[config.mk]
export PLATFORM = sky130hd
export DESIGN_NAME = bp_lce_req_arbiter
export DESIGN_NICKNAME = d
export VERILOG_FILES = /design/src/rtl/bp_lce_req_arbiter.sv
export SDC_FILE = /design/constraint.sdc
export NUM_CORES = 1
export LEC_CHECK = 0
export BUFFER_PORTS_ARGS = -buffer_cell sky130_fd_sc_hd__buf_2
export CAP_MARGIN = 40
export CORE_UTILIZATION = 45
export DETAILED_ROUTE_END_ITERATION = 8
export GPL_ROUTABILITY_DRIVEN = 0
export GPL_TIMING_DRIVEN = 0
export HOLD_SLACK_MARGIN = 0.15
export MAX_ROUTING_LAYER = met4
export PLACE_DENSITY_LB_ADDON = 0.08
export SETUP_SLACK_MARGIN = 0.05
export SKIP_CTS_REPAIR_TIMING = 1
export SLEW_MARGIN = 0
export SYNTH_ARGS = -nofsm -noshare
export SYNTH_HDL_FRONTEND = slang
export SYNTH_SLANG_ARGS = --single-unit
[constraint.sdc]
create_clock -name clk_i -period 2 [get_ports clk_i]
set_clock_uncertainty 0.05 [all_clocks]
set_input_delay 0.4 -clock clk_i [delete_from_list [all_inputs] [get_ports clk_i]]
set_output_delay 0.4 -clock clk_i [all_outputs]
set_load 0.005 [all_outputs]
[src/rtl/bp_lce_req_arbiter.sv]
// bp_lce_req_arbiter
// Round-robin arbiter that shares one LCE-to-CCE request link among several
// LCE request sources. The winning message is held in a one-entry output
// register until the network accepts it. Each source has an outstanding-request
// credit counter that caps its in-flight requests at credits_p. A complete that
// arrives while a counter is already zero sets a sticky error.

module bp_lce_req_arbiter #(
  parameter int num_src_p   = 2,
  parameter int msg_width_p = 64,
  parameter int credits_p   = 8,
  localparam int src_id_width_lp = (num_src_p > 1) ? $clog2(num_src_p) : 1,
  localparam int cnt_width_lp    = $clog2(credits_p + 1)
) (
  input  logic                             clk_i,
  input  logic                             reset_n_i,

  input  logic [num_src_p*msg_width_p-1:0] src_msg_i,
  input  logic [num_src_p-1:0]             src_v_i,
  output logic [num_src_p-1:0]             src_yumi_o,
  input  logic [num_src_p-1:0]             src_complete_i,

  output logic [num_src_p-1:0]             credits_full_o,
  output logic [num_src_p-1:0]             credits_empty_o,

  output logic [msg_width_p-1:0]           lce_req_o,
  output logic [src_id_width_lp-1:0]       lce_req_src_o,
  output logic                             lce_req_v_o,
  input  logic                             lce_req_ready_i,

  output logic                             err_o
);

  // Output register state
  logic                       full_q;
  logic [msg_width_p-1:0]     msg_q;
  logic [src_id_width_lp-1:0] src_q;
  logic [src_id_width_lp-1:0] rr_ptr_q;
  logic [src_id_width_lp-1:0] rr_ptr_d;
  logic                       err_q;

  // Arbitration signals
  logic                       drain;
  logic                       can_capture;
  logic [num_src_p-1:0]       eligible;
  logic [num_src_p-1:0]       underflow;
  logic                       grant_v;
  logic [src_id_width_lp-1:0] grant_idx;
  logic [src_id_width_lp:0]   scan;
  logic [src_id_width_lp-1:0] scan_idx;

  assign drain       = full_q & lce_req_ready_i;
  assign can_capture = ~full_q | drain;

  // Round-robin scan from rr_ptr_q upward; reset also suppresses any yumi
  always_comb begin
    grant_v   = 1'b0;
    grant_idx = '0;
    scan      = '0;
    scan_idx  = '0;
    if (can_capture && reset_n_i) begin
      for (int k = 0; k < num_src_p; k++) begin
        scan = {1'b0, rr_ptr_q} + (src_id_width_lp+1)'(k);
        if (scan >= (src_id_width_lp+1)'(num_src_p)) begin
          scan = scan - (src_id_width_lp+1)'(num_src_p);
        end
        scan_idx = scan[src_id_width_lp-1:0];
        if (!grant_v && eligible[scan_idx]) begin
          grant_v   = 1'b1;
          grant_idx = scan_idx;
        end
      end
    end
  end

  // One-hot yumi for the granted source
  always_comb begin
    src_yumi_o = '0;
    for (int i = 0; i < num_src_p; i++) begin
      src_yumi_o[i] = grant_v && (grant_idx == src_id_width_lp'(i));
    end
  end

  // Pointer advances past the winner, wrapping at num_src_p
  always_comb begin
    rr_ptr_d = rr_ptr_q;
    if (grant_v) begin
      if (grant_idx == src_id_width_lp'(num_src_p - 1)) begin
        rr_ptr_d = '0;
      end else begin
        rr_ptr_d = grant_idx + src_id_width_lp'(1);
      end
    end
  end

  // Output register: capture on grant (replacing a draining message), clear on bare drain
  always_ff @(posedge clk_i or negedge reset_n_i) begin
    if (!reset_n_i) begin
      full_q   <= 1'b0;
      msg_q    <= '0;
      src_q    <= '0;
      rr_ptr_q <= '0;
    end else begin
      rr_ptr_q <= rr_ptr_d;
      if (grant_v) begin
        full_q <= 1'b1;
        msg_q  <= src_msg_i[grant_idx*msg_width_p +: msg_width_p];
        src_q  <= grant_idx;
      end else if (drain) begin
        full_q <= 1'b0;
      end
    end
  end

  // Sticky error on any credit underflow
  always_ff @(posedge clk_i or negedge reset_n_i) begin
    if (!reset_n_i) begin
      err_q <= 1'b0;
    end else if (|underflow) begin
      err_q <= 1'b1;
    end
  end

  // Per-source credit counters
  for (genvar gi = 0; gi < num_src_p; gi++) begin : g_credit
    logic [cnt_width_lp-1:0] cnt_q;
    logic [cnt_width_lp-1:0] cnt_d;
    logic                    cfull_q;
    logic                    cempty_q;

    // Eligibility uses the pre-update count
    assign eligible[gi] = src_v_i[gi] && (cnt_q < cnt_width_lp'(credits_p));

    // Yumi adds a credit in use, complete returns one; both together cancel
    always_comb begin
      cnt_d         = cnt_q;
      underflow[gi] = src_complete_i[gi] && (cnt_q == '0);
      if (src_yumi_o[gi] && !src_complete_i[gi]) begin
        cnt_d = cnt_q + cnt_width_lp'(1);
      end else if (!src_yumi_o[gi] && src_complete_i[gi] && (cnt_q != '0)) begin
        cnt_d = cnt_q - cnt_width_lp'(1);
      end
    end

    // Counter and its registered full/empty flags
    always_ff @(posedge clk_i or negedge reset_n_i) begin
      if (!reset_n_i) begin
        cnt_q    <= '0;
        cfull_q  <= 1'b0;
        cempty_q <= 1'b1;
      end else begin
        cnt_q    <= cnt_d;
        cfull_q  <= (cnt_d == cnt_width_lp'(credits_p));
        cempty_q <= (cnt_d == '0);
      end
    end

    assign credits_full_o[gi]  = cfull_q;
    assign credits_empty_o[gi] = cempty_q;
  end

  assign lce_req_v_o   = full_q;
  assign lce_req_o     = msg_q;
  assign lce_req_src_o = src_q;
  assign err_o         = err_q;

endmodule

==> impl_metrics.toml <==
[run_status]
violations = "negative setup slack"
status = "finished, violations left"

[clocking]
htreeDepth = 3
clk_latency_ns = 0.34
numCtsBuffers = 9
root_buffer = "clkbuf_8"
path_clk_slew_ns = 0.08
cts.sinks = 80
cts_tree = "built"
clockBufferDepth = 2

[worst_setup_path]
cp_cell_sequence = "nor2b_4 > o211ai_4 > buf_8 > nor2_4 > buf_2"
path_delay_family = "flip-flops"
crit_path_end_kind = "output pin"
critPathKind = "flip-flop to output pin"
startpoint_type = "flip-flop"
cp_max_fo = 5
critPathRequiredTime_ns = 1.55
critPathMaxStageDelay_ns = 0.43
worstPathArrival_ns = 1.58
slowest_stage = "dfrtp_2"
critical_path_buf_inv_count = 2

[min_path]
hold_path.class = "input port to flip-flop"

[power_and_ir_drop]
leakagePower_nw = 3.27
ir_worst_vdd_v = 0.000538
pwr_density_cell_nw_per_um2 = 1280
power_w = 0.00735

[timing]
layout_worst_path_cycle_share_pct = 101
period_needed_ns = 2.03
final.setup.tns_ns = -0.0284
rsz0062_at_grt = "true"
slew_headroom_pct = 61.2
finalWorstSetupSlack_ns = -0.0258
fmax_mhz = 494
report.final.slew_viol_count = 0
tightest_slew_ns = 0.568
hold-worst-slack_ns = 0.288
finalHoldViolCount = 0
setup_viol = 2

[drt]
via_per_inst = 5.09
drc = 0
wl_per_cell_um = 15.2
initialDrtViolationCount = 91
drtPass1Iterations = 4
vias = 3714
ant_nets = 0
wirelength_mm = 11.1

[layout]
stdcell_count = 729
multi_input_area_um2 = 1900
drive_above_1_share_pct = 46.8
finalNetCount = 759
area_delta_synth_final_pct = 46.8
n_fill_cell = 700
seq_area_um2 = 2010
antenna_cells = 0

[synthesis]
syn_inst = 379
yosysUniqueCellTypes = 43
synth_top_family_by_area = "multiplexers"
synthAdderAreaFrac_pct = 1.28
synth_compound_area_share_pct = 13.9
ys_warn_count = 0
synthXorXnorAreaFrac_pct = 0.894
syn_area_um2 = 3920
ys_seq_area_share_pct = 51.1
avgSynthCellArea_um2 = 10.3
synth-seq-cells = 80
synthSimpleGateAreaFrac_pct = 11.8
synth.area.mux_share_pct = 16.6
syn-num-nets = 518

[die]
die_y_um = 95.3
io_pins = 208
die_x_um = 95.3
die-area_um2 = 9090
initial_core_util_pct = 47.0
rows = 33
fp.coreArea_um2 = 8340

[global_routing]
grt-ovfl-total = 0
grt_pass1_wl_mm = 15.3
first_global_vias = 3205
grtUsageTotal_pct = 23.1
antenna_found_initial = 0
grt_start_max_net_pins = 51

[placement]
dp_cells = 692
io_buffers = 207
dpl.hpwl_mm = 7.82

[flow_run]
drv_cap = 0
## synthesized netlist by cell type, drive strengths merged
cell type / instances / area [µm²]
o211a: 1 / 10.0
a32oi: 1 / 16.3
a21oi: 6 / 30.0
nand2b: 4 / 27.5
a221oi: 1 / 8.76
a221o: 1 / 10.0
a22oi: 1 / 7.51
nor3b: 1 / 7.51
and3: 1 / 6.26
nor2b: 4 / 35.0
inv: 7 / 26.3
nand2: 69 / 259
nor4: 1 / 12.5
a31oi: 3 / 18.8
o211ai: 2 / 20.0
nor2: 12 / 47.6
a21o: 2 / 15.0
nor4b: 1 / 15.0
mux2i: 65 / 651
dfrtp: 78 / 1950
buf: 16 / 108
o22a: 1 / 8.76
a2111oi: 2 / 36.3
nand4b: 1 / 8.76
nor3: 4 / 25.0
clkbuf: 10 / 37.5
o21a: 2 / 15.0
ha: 4 / 50.1
a211oi: 1 / 7.51
o21ai: 68 / 340
dfstp: 2 / 52.6
and2: 2 / 12.5
xnor2: 4 / 35.0
nand3b: 1 / 7.51
## cells by family after synthesis
group,after synthesis
AOI/OAI and AO/OA,92
xor gates and xnor gates,4
adders and majority gates,4
buffers and inverters,33
DFF,80
muxes,65
and+or+nand+nor,101
## per-stage QoR
step,util (%),instance area [µm²],worst slack (ns)
after floorplan,-,3920,0.202
after detailed placement,61.4,5120,-0.724
after global placement,61.0,5090,-1.74
after CTS,63.8,5320,-0.494
after global routing,69.0,5760,-0.0839
final,69.0,5760,-0.0258
## power by group
part / internal [W] / total [W] / leakage [nW] / switching [W]
clock: 0.000669 / 0.00124 / 0.108 / 0.000568
combinational: 0.00160 / 0.00328 / 2.18 / 0.00168
sequential: 0.00238 / 0.00283 / 0.975 / 0.000457
## path summary, 6_finish.rpt
| check | startpoint | end | slack (ns) | cells past startpoint |
|---|---|---|---|---|
| min reg2reg | lce_req_o[41] | lce_req_o[41] | 0.43 | 2 |
| max reg2reg | g_credit[1].cnt_q[3] | g_credit[1].cfull_q | 0.02 | 8 |
| max | g_credit[1].cnt_q[3] | src_yumi_o[1] | -0.03 | 5 |
| max in group asynchronous | reset_n_i | g_credit[1].cnt_q[0] | 0.85 | 4 |
| min | src_msg_i[127] | lce_req_o[63] | 0.29 | 3 |
| min in group asynchronous | reset_n_i | g_credit[0].cempty_q | 0.60 | 3 |
## sequential cells by signal (all words and copies together) (netlist names)
name               count
rr_ptr_q               1
err_o                  1
g_credit.cnt_q         8
g_credit.cempty_q      2
lce_req_v_o            1
lce_req_src_o          1
lce_req_o             64
g_credit.cfull_q       2
## tightest hold or removal path: stages
cell and delay [ns]:
buf_2 0.08, mux2i_1 0.05, o21ai_0 0.12
## layer usage
metal	GRT usage (%)	up-vias	wire length, µm
met3	3.51	24	550
met2	37.4	149	5610
li1	-	1791	-
met1	29.1	1750	4660
met5	-	-	0
met4	8.96	0	240
## cells in the final DEF (no fill, tap or decap), types with 2 or more instances in the layout
cell / instances
buf_12: 3
nor3_1: 2
nand2b_1: 2
dlygate4sd3_1: 3
clkinv_2: 2
clkbuf_8: 12
buf_6: 4
a21o_1: 2
mux2i_1: 65
xnor2_1: 2
a31oi_1: 2
clkbuf_1: 7
nand2_1: 69
nor2_1: 10
clkbuf_2: 3
a21oi_1: 4
dfrtp_1: 76
nor2b_4: 3
buf_2: 209
nor2_4: 2
dfrtp_2: 2
dfstp_2: 2
a21oi_2: 2
buf_4: 23
o21ai_0: 67
ha_1: 4
inv_1: 7
nand2b_4: 2
clkbuf_16: 2
## area by class of cell
class                      instances  area share (%)
buffer                            26            2.89
clock buffer                      12            2.87
clock inverter                     3           0.696
inverter                           7           0.457
multi-input combinational        266            33.0
sequential                        80            34.9
tap                              105            2.28
timing repair buffer             230            23.0
Power figures use the tool's default switching activity.
